===== config.mk =====
export PLATFORM = sky130hd
export DESIGN_NAME = ram_fb_scan
export DESIGN_NICKNAME = d
export VERILOG_FILES = /design/src/rtl/ram_fb_pkg.sv /design/src/rtl/fb_scan_ctrl.sv /design/src/rtl/ram_fb_scan.sv
export SDC_FILE = /design/constraint.sdc
export NUM_CORES = 2
export LEC_CHECK = 0
export ABC_AREA = 1
export CAP_MARGIN = 10
export CORE_AREA = 3 3 521 523
export CTS_CLUSTER_DIAMETER = 80
export DETAILED_ROUTE_END_ITERATION = 10
export DIE_AREA = 0 0 524 526
export DONT_BUFFER_PORTS = 1
export PLACE_DENSITY_LB_ADDON = 0.12
export SETUP_SLACK_MARGIN = 0.3
export SKIP_CTS_REPAIR_TIMING = 1
export SYNTH_ARGS = -nofsm -noshare
export SYNTH_HDL_FRONTEND = slang
export SYNTH_SLANG_ARGS = --single-unit

===== constraint.sdc =====
create_clock -name clk -period 2 [get_ports clk]
set_input_delay 0.3 -clock clk [delete_from_list [all_inputs] [get_ports clk]]
set_output_delay 0.3 -clock clk [all_outputs]
set_load 0.01 [all_outputs]

===== src/rtl/ram_fb_pkg.sv =====
// rtl/ram_fb_pkg.sv - shared types and default constants for the framebuffer RAM
//
// Holds the scan-engine state encoding and the default framebuffer geometry
// used by ram_fb_scan and fb_scan_ctrl. No ports.
package ram_fb_pkg;

    typedef enum logic [1:0] {
        CLEAR = 2'd0,
        IDLE  = 2'd1,
        SCAN  = 2'd2
    } scan_state_t;

    localparam int FB_BASE_DEF      = 'hC0;
    localparam int FB_LEN_DEF       = 64;
    localparam int LINE_LEN_DEF     = 16;
    localparam int FILL_CHAR_DEF    = 'h2D;
    localparam int FRAME_PERIOD_DEF = 100;

endpackage


===== src/rtl/fb_scan_ctrl.sv =====
// rtl/fb_scan_ctrl.sv - framebuffer scan-out FSM, period timer, pointer and output register
//
// Walks the framebuffer window and presents one byte at a time on a
// valid/ready stream, tagging first-of-frame, end-of-line and end-of-frame.
// With FB_CLEAR_EN defined the same pointer first sweeps the window after
// reset so the top level can write FILL_CHAR into every word.
//
// Ports:
//   clk, rst_n      clock, asynchronous active-low reset
//   frame_req       request a frame start
//   scan_ready      sink accepts the presented byte
//   fetch_data      asynchronous array read of mem[ptr]
//   ptr             current framebuffer address (fetch or clear target)
//   busy            clear in progress; CPU port must drop accesses
//   clr_we          write FILL_CHAR to mem[ptr] this cycle
//   scan_data/valid output byte register and its valid
//   scan_sof/eol/eof byte qualifiers
//   frame_overrun   1-cycle pulse when a frame start was dropped
module fb_scan_ctrl
    import ram_fb_pkg::*;
#(
    parameter int                DATA_W       = 8,
    parameter int                ADDR_W       = 8,
    parameter logic [ADDR_W-1:0] FB_BASE      = ADDR_W'(FB_BASE_DEF),
    parameter int                FB_LEN       = FB_LEN_DEF,
    parameter int                LINE_LEN     = LINE_LEN_DEF,
    parameter int                FRAME_PERIOD = FRAME_PERIOD_DEF
) (
    input  logic              clk,
    input  logic              rst_n,
    input  logic              frame_req,
    input  logic              scan_ready,
    input  logic [DATA_W-1:0] fetch_data,
    output logic [ADDR_W-1:0] ptr,
    output logic              busy,
    output logic              clr_we,
    output logic [DATA_W-1:0] scan_data,
    output logic              scan_valid,
    output logic              scan_sof,
    output logic              scan_eol,
    output logic              scan_eof,
    output logic              frame_overrun
);

    localparam int IDX_W = $clog2(FB_LEN + 1);
    localparam logic [IDX_W-1:0] LAST_IDX = IDX_W'(FB_LEN - 1);
    localparam logic [IDX_W-1:0] END_IDX  = IDX_W'(FB_LEN);
    localparam int PER_W = (FRAME_PERIOD > 1) ? $clog2(FRAME_PERIOD) : 1;
    localparam logic [PER_W-1:0] PER_LAST = PER_W'((FRAME_PERIOD > 0) ? FRAME_PERIOD - 1 : 0);

`ifdef FB_CLEAR_EN
    localparam scan_state_t RESET_STATE = CLEAR;
`else
    localparam scan_state_t RESET_STATE = IDLE;
`endif

    scan_state_t      state;
    scan_state_t      state_nxt;
    logic [IDX_W-1:0] idx;          // words fetched (SCAN) or cleared (CLEAR)
    logic             period_hit;
    logic             frame_start;
    logic             fetch_en;
    logic             eof_accept;
    logic             clr_last;
    logic             fetched_all;

    assign ptr         = FB_BASE + ADDR_W'(idx);
    assign frame_start = frame_req || period_hit;
    assign clr_last    = (idx == LAST_IDX);
    assign fetched_all = (idx == END_IDX);

    generate
        if (FRAME_PERIOD > 0) begin : g_period
            logic [PER_W-1:0] per_cnt;

            // Free-running: automatic starts keep a fixed cadence even when
            // some of them are dropped as overruns.
            always_ff @(posedge clk or negedge rst_n) begin
                if (!rst_n) begin
                    per_cnt <= '0;
                end else if (per_cnt == PER_LAST) begin
                    per_cnt <= '0;
                end else begin
                    per_cnt <= per_cnt + 1'b1;
                end
            end

            assign period_hit = (per_cnt == PER_LAST);
        end else begin : g_no_period
            assign period_hit = 1'b0;
        end
    endgenerate

    // State register
    always_ff @(posedge clk or negedge rst_n) begin
        if (!rst_n) begin
            state <= RESET_STATE;
        end else begin
            state <= state_nxt;
        end
    end

    // Next-state logic
    always_comb begin
        state_nxt = state;
        case (state)
            CLEAR:   if (clr_last)    state_nxt = IDLE;
            IDLE:    if (frame_start) state_nxt = SCAN;
            SCAN:    if (eof_accept)  state_nxt = IDLE;
            default: state_nxt = IDLE;
        endcase
    end

    // Output / control decode
    always_comb begin
`ifdef FB_CLEAR_EN
        busy   = (state == CLEAR);
        clr_we = (state == CLEAR);
`else
        busy   = 1'b0;
        clr_we = 1'b0;
`endif
        // The eof byte is the last fetch, so fetch_en and eof_accept never
        // coincide; the output register refills as soon as it drains.
        fetch_en   = (state == SCAN) && (!scan_valid || scan_ready) && !fetched_all;
        eof_accept = (state == SCAN) && scan_valid && scan_ready && scan_eof;
    end

    // Pointer, output register and flags
    always_ff @(posedge clk or negedge rst_n) begin
        if (!rst_n) begin
            idx           <= '0;
            scan_data     <= '0;
            scan_valid    <= 1'b0;
            scan_sof      <= 1'b0;
            scan_eol      <= 1'b0;
            scan_eof      <= 1'b0;
            frame_overrun <= 1'b0;
        end else begin
            frame_overrun <= frame_start && (state != IDLE);
            case (state)
                CLEAR: begin
                    idx <= clr_last ? '0 : idx + 1'b1;
                end
                IDLE: begin
                    idx <= '0;
                end
                SCAN: begin
                    if (eof_accept) begin
                        scan_valid <= 1'b0;
                        scan_sof   <= 1'b0;
                        scan_eol   <= 1'b0;
                        scan_eof   <= 1'b0;
                    end else if (fetch_en) begin
                        scan_data  <= fetch_data;
                        scan_valid <= 1'b1;
                        scan_sof   <= (idx == '0);
                        scan_eol   <= ((32'(idx) % LINE_LEN) == LINE_LEN - 1);
                        scan_eof   <= (idx == LAST_IDX);
                        idx        <= idx + 1'b1;
                    end
                end
                default: begin
                    idx <= '0;
                end
            endcase
        end
    end

endmodule


===== src/rtl/ram_fb_scan.sv =====
// rtl/ram_fb_scan.sv - CPU data RAM with framebuffer scan-out stream
//
// Single array with a CPU port (synchronous write, registered read) and a
// read-only scan port driven by fb_scan_ctrl. Optional FB_CLEAR_EN fills the
// framebuffer window with FILL_CHAR after reset while busy is high.
//
// Ports:
//   clk, rst_n          clock, asynchronous active-low reset
//   MemWrite, MemRead   CPU write / read strobes (dropped while busy)
//   addr, wdata         CPU address and write data
//   out, rd_valid       registered read data and its 1-cycle update pulse
//   busy                framebuffer clear in progress
//   frame_req           start a scan frame
//   scan_data/valid/ready, scan_sof/eol/eof  framebuffer byte stream
//   frame_overrun       frame start dropped because the engine was active
module ram_fb_scan
    import ram_fb_pkg::*;
#(
    parameter int                DATA_W       = 8,
    parameter int                ADDR_W       = 8,
    parameter logic [ADDR_W-1:0] FB_BASE      = ADDR_W'(FB_BASE_DEF),
    parameter int                FB_LEN       = FB_LEN_DEF,
    parameter int                LINE_LEN     = LINE_LEN_DEF,
    parameter int                FRAME_PERIOD = FRAME_PERIOD_DEF,
    parameter logic [DATA_W-1:0] FILL_CHAR    = DATA_W'(FILL_CHAR_DEF)
) (
    input  logic              clk,
    input  logic              rst_n,
    input  logic              MemWrite,
    input  logic              MemRead,
    input  logic [ADDR_W-1:0] addr,
    input  logic [DATA_W-1:0] wdata,
    output logic [DATA_W-1:0] out,
    output logic              rd_valid,
    output logic              busy,
    input  logic              frame_req,
    output logic [DATA_W-1:0] scan_data,
    output logic              scan_valid,
    input  logic              scan_ready,
    output logic              scan_sof,
    output logic              scan_eol,
    output logic              scan_eof,
    output logic              frame_overrun
);

    logic [DATA_W-1:0] mem [2**ADDR_W];
    logic [ADDR_W-1:0] ptr;
    logic              clr_we;

    fb_scan_ctrl #(
        .DATA_W       (DATA_W),
        .ADDR_W       (ADDR_W),
        .FB_BASE      (FB_BASE),
        .FB_LEN       (FB_LEN),
        .LINE_LEN     (LINE_LEN),
        .FRAME_PERIOD (FRAME_PERIOD)
    ) u_ctrl (
        .clk           (clk),
        .rst_n         (rst_n),
        .frame_req     (frame_req),
        .scan_ready    (scan_ready),
        .fetch_data    (mem[ptr]),
        .ptr           (ptr),
        .busy          (busy),
        .clr_we        (clr_we),
        .scan_data     (scan_data),
        .scan_valid    (scan_valid),
        .scan_sof      (scan_sof),
        .scan_eol      (scan_eol),
        .scan_eof      (scan_eof),
        .frame_overrun (frame_overrun)
    );

    // Array contents are deliberately not reset. The scan fetch reads the
    // array combinationally, so a CPU write landing on the same edge as a
    // fetch of that word is seen by the next frame, not this one.
    always_ff @(posedge clk) begin
        if (clr_we) begin
            mem[ptr] <= FILL_CHAR;
        end else if (MemWrite && !busy) begin
            mem[addr] <= wdata;
        end
    end

    // Registered read: same-edge write to the same address returns old data.
    always_ff @(posedge clk or negedge rst_n) begin
        if (!rst_n) begin
            out      <= '0;
            rd_valid <= 1'b0;
        end else begin
            rd_valid <= MemRead && !busy;
            if (MemRead && !busy) begin
                out <= mem[addr];
            end
        end
    end

endmodule


-- Word level (Yosys, flattened, before mapping)
Memories as Yosys holds them, arrays and structs flattened. A register that Yosys moved wholly into a read port is not among the register bits.
Index checks and enable logic that the tools add are counted.
- memories: 1
- output and inout port bits: 23
- word-level logic and storage cells: 64
- bits in writable memories: 2048
- register bits: 22
- bits of input ports: 22
- equal/unequal tests: 12
- bitwise logic cells: 1
- mux-type cells: 19
- reductions and logical operators: 19
- $add $sub $neg: 3
- memories (memory ; words ; bits a word ; rd ports ; clocked after memory_dff ; write ports ; line ; text):
    mem ; 256 ; 8 ; 2 ; 2 ; 1 ; ram_fb_scan.sv:46 ; logic [DATA_W-1:0] mem [2**ADDR_W];
- operators by type and width (cell ; number):
    $mux 7 ; 4
    $add 7x1->7 const B ; 2
    $eq 7x7->1 const B ; 2
    $pmux 7 s2 ; 1
    $mux 1 ; 10
    $ne 2x1->1 const B ; 5
    $add 8x7->8 const A ; 1
    $eq 7x6->1 const B ; 1
    $logic_not 7->1 ; 1
    $logic_and 1x1->1 ; 6
    $mux 2 ; 3
    $pmux 2 s3 ; 1
    $reduce_and 3->1 ; 2
    $eq 4x4->1 const B ; 1
    $logic_not 1->1 ; 4
    $reduce_and 2->1 ; 2
    $eq 2x1->1 const B ; 1
    $eq 2x2->1 const B ; 1
    $logic_not 2->1 ; 1
    $logic_or 1x1->1 ; 2
    $ne 2x2->1 const B ; 1
    $reduce_bool 2->1 ; 1
    $not 1->1 ; 1

-- Depth between registers and ports, before layout
- word-level depth: 7
- mapped depth: 18
- depth with buffers taken out: 15

-- Modules after synthesis
From an unflattened synthesis, not the netlist that was laid out.
- cell total of the unflattened synthesis: 11442
- area, all modules: 104089.8 sq um
- by module, submodules not included (module ; sequential area each (sq um) ; instances ; area each (sq um) ; cells each):
    ram_fb_scan ; 61724.2 ; 1 ; 102535.8 ; 11255
    fb_scan_ctrl ; 726.9 ; 1 ; 1554.0 ; 187

-- Least setup slack after synthesis
OpenSTA, ideal clock, no wires.
- kind: input port to flip-flop
- start point: in addr[2]
- end point: mem mem[118][0], enable pin
- path slack: -226 ps
- path buffers: 4
- setup time: 370 ps
- arrival time: 1856 ps
- cell stages on the path: 10
- data required time: 1630 ps
- path through: inv_1 -> nor2_1 -> buf_2 -> buf_2 -> buf_2 -> inv_1 -> nor2_1 -> nand2_1 -> buf_2 -> nor2_1
- RTL lines (what ; line ; text):
    start, declared ; ram_fb_scan.sv:31 ; input logic [ADDR_W-1:0] addr,
    end, declared ; ram_fb_scan.sv:46 ;
Straight into the memory's write port.

-- Worst setup path after layout
- start point: reg u_ctrl.idx[0]
- end point: reg u_ctrl.scan_data[4] (read register of mem)
- cells in the longest elaborated chain, start to end: 4
- elaborated cells on any way between the ends: 5
- classes of those cells: add/sub: 1; eq/ne: 1; reduce/logical: 3
- RTL lines (what ; line ; text):
    start, declared ; fb_scan_ctrl.sv:59 ; logic [IDX_W-1:0] idx;
    start signal, assigned ; fb_scan_ctrl.sv:143 ; idx <= clr_last ? '0 : idx + 1'b1;
    start signal, assigned ; fb_scan_ctrl.sv:160 ; idx <= idx + 1'b1;
    branches (longest 4 deep; another with $add 8x7->8) ; -- ;
    end, declared ; fb_scan_ctrl.sv:37 ; output logic [DATA_W-1:0] scan_data,
Parallel ways; which one is timed is not known.
A chain may end at the register's enable or synchronous reset.

==> results.toml <==
[global_route]
grt_overflow = 0
grt_max_degree = 451
grt_usage_pct = 24.5
grt_pass1_wl_mm = 496
grt_pass1_vias = 69900
antenna_found_initial = 12

[worst_setup_path]
slowest_stage = "dfrtp_4"
critPathLaunch = "u_ctrl.idx[0]"
worst-path-max-fanout = 32
worstPathCellList = "buf_12 > clkinv_16 > buf_12 > buf_12 > nand2_1 > a21oi_1 > nor3_1 > nand2_1 > nand3_1 > nand2_2 > nand2_1 > nand2_1 > nand3_4 > nand2_1"
start_kind = "register"
timing.critical_path.mode_cell = "nand2_1"
crit_end = "u_ctrl.scan_data[4]"
reg2reg_to = "u_ctrl.scan_data[4]"
rr_startpoint = "u_ctrl.idx[0]"
required_ns = 2.84
critPathKind = "reg -> reg"
r2r_slack_ns = -0.53
end_kind = "register"
ff2ff_path_depth = 14
cp.arrival_ns = 3.36
critPathMaxStageDelay_ns = 0.50

[placed_design]
dp_hpwl_mm = 217
placement.io_buffers = 0
gp_congestion = 0.899
dpl.cell_count = 13300

[clock_tree]
clockBufferDepth = 4
root_buffer = "clkbuf_16"
clk_latency_ns = 0.95
cts_tree = "done"
path_clk_slew_ns = 0.06
cts-buffers-inserted = 236
h-tree-depth = 4
cts.sinks = 2086

[routing]
via_per_inst = 5.25
vias = 72600
drt_first_iter_violations = 7753
wl_per_cell_um = 25.4
dr.pass1.iters = 8
routed_wl_mm = 351
ant_nets = 0
drc = 0

[die]
chipHeight_um = 526
die-area_um2 = 276000
start_util_pct = 34.9
fp.dieW_um = 524
io_pins = 45
row_count = 190
design.core.area_um2 = 267000

[hold_path]
hold_class = "in -> reg"

[job]
drv_cap = 0

[synthesis]
synth_edf_count = 2048
yosysTopAreaCellShare_pct = 65.9
synth-main-ff-cell = "edfxtp_1"
ys_warn_count = 0
yosysUniqueCellTypes = 38
post-synth-top-count-cell = "nand2_1"
synth.largest_area_cell = "edfxtp_1"
synth_area_leaders = "edfxtp_1 (66%), nand2_1 (15%), nor2_1 (3.6%), o21ai_0 (3.1%), a21oi_1 (2.0%)"
synth-seq-area-share_pct = 66.9
synth_area_um2 = 93300
ys_seq_elements = 2086
synth_fp_nets = 9427
synth_cells = 9402
synth_commonest_cells = "nand2_1 (3804), edfxtp_1 (2048), nor2_1 (892), o21ai_0 (571), a21oi_1 (366)"
syn_area_per_cell_um2 = 9.93
synthArstFlopShare_pct = 1.82

[sta]
worst_pin_slew_ns = 1.39
drv_slew = 0
skew_ns = 0.0761
fin_crit_sh_pct = 126
tns_ns = -62.57
rsz0062_at_grt = "yes"
setup_ws_ns = -0.526
fmax_ghz = 0.396
setup_viol = 577
fin_hold_ws_ns = -0.483
post-route-min-period_ns = 2.53
final_hold_viol_count = 1050
relSlewSlack_pct = 7.10

[status]
violations = "negative hold slack, negative setup slack"
outcome = "complete, but fails checks"

[cells_and_area]
final_cells = 13800
fin_nets = 10100
drive_above_1_share_pct = 19.3
area_delta_synth_final_pct = 25.8

[power]
p_per_area_nw_per_um2 = 1010
p_leak_nw = 44.2
irDropWorstVdd_uv = 730
p_total_w = 0.118
-- worst max-delay path: cells and delay by family (launching register included) --
family	cells	cell delay [ns]
flip-flops	1	0.50
buffers and inverters	4	0.65
AO/OA/AOI/OAI	1	0.20
AND/OR/NAND/NOR	9	1.04
-- cell families (layout without fill, tap and decap cells) --
family | after synthesis | count (layout) | share of synthesized area, %
and+or+nand+nor | 5182 | 5182 | 21.7
DFF | 2086 | 2086 | 66.9
AOI/OAI and AO/OA | 1265 | 1265 | 7.38
buffers and inverters | 861 | 1741 | 3.89
adders and majority gates | 3 | 3 | 0.0402
xor gates and xnor gates | 3 | 3 | 0.0282
other | 1 | 6 | 0.00402
muxes | 1 | 1 | 0.0107
-- metal layers --
layer	wire length (um)	global-route usage [%]
met5	0	0
met4	12500	7.91
met3	26700	3.99
met2	162000	38.8
met1	150000	34.3
-- registers in the layout (all words and copies together) (netlist names) --
name / cells
u_ctrl.scan_eol: 1
out: 8
u_ctrl.scan_sof: 1
u_ctrl.frame_overrun: 1
u_ctrl.g_period.per_cnt: 7
u_ctrl.scan_valid: 1
u_ctrl.scan_eof: 1
u_ctrl.scan_data: 8
rd_valid: 1
mem: 2048
u_ctrl.idx: 7
u_ctrl.state: 2
-- final cells by class --
cell class                      instances  area [um2]
Clock inverter                        117        1030
Tap cell                             3552        4440
Multi-Input combinational cell       6455       30300
Inverter                              277        1150
Timing Repair Buffer                 1037       11600
Clock buffer                          310        6400
Antenna cell                            5        12.5
Fill cell                           25300      150000
Sequential cell                      2086       62500
-- where the power goes --
| part | total, W | switching [W] | internal, W |
|---|---|---|---|
| clock network | 0.0425 | 0.0180 | 0.0244 |
| logic | 0.0273 | 0.0173 | 0.0100 |
| registers | 0.0486 | 0.000311 | 0.0483 |
-- metrics by stage --
stage | cell area [um2] | setup WS, ns | utilization, %
finish | 117000 | -0.526 | 43.9
global route | 117000 | -0.581 | 43.9
global placement | 107000 | -1.44 | 40.0
CTS | 114000 | -0.789 | 42.7
detailed placement | 107000 | -1.43 | 40.0
floorplan | 95100 | -0.0539 | -
-- worst min path at each step --
stage / startpoint / endpoint / slack (ns) / cells past startpoint
6_report: wdata[2] / mem[80][2] / -0.48 / 0
5_1_grt: wdata[2] / mem[87][2] / -0.54 / 0
4_1_cts: rst_n / out[1] / -0.99 / 0
3_5_place_dp: rst_n / u_ctrl.scan_data[2] / 0.006 / 0
3_3_place_gp: rst_n / u_ctrl.scan_data[3] / 0.006 / 0
2_1_floorplan: rst_n / out[0] / 0.004 / 0
-- layout by cell type, fill, tap and decap left out, drive strengths merged, types with 2 or more instances in the layout --
cell and count:
a211oi 11, a21boi 18, a21oi 366, a221oi 2, a22oi 29, a31oi 3
buf 1016, bufinv 16, clkbuf 324, clkinv 101, clkinvlp 5, dfrtp 37
diode 5, dlygate4sd3 7, edfxtp 2048, ha 3, inv 272, nand2 3805
nand3 281, nand4 159, nor2 895, nor3 41, o211ai 100, o21a 16
o21ai 647, o221ai 5, o22ai 66, xor2 2
Power figures use the tool's default switching activity.
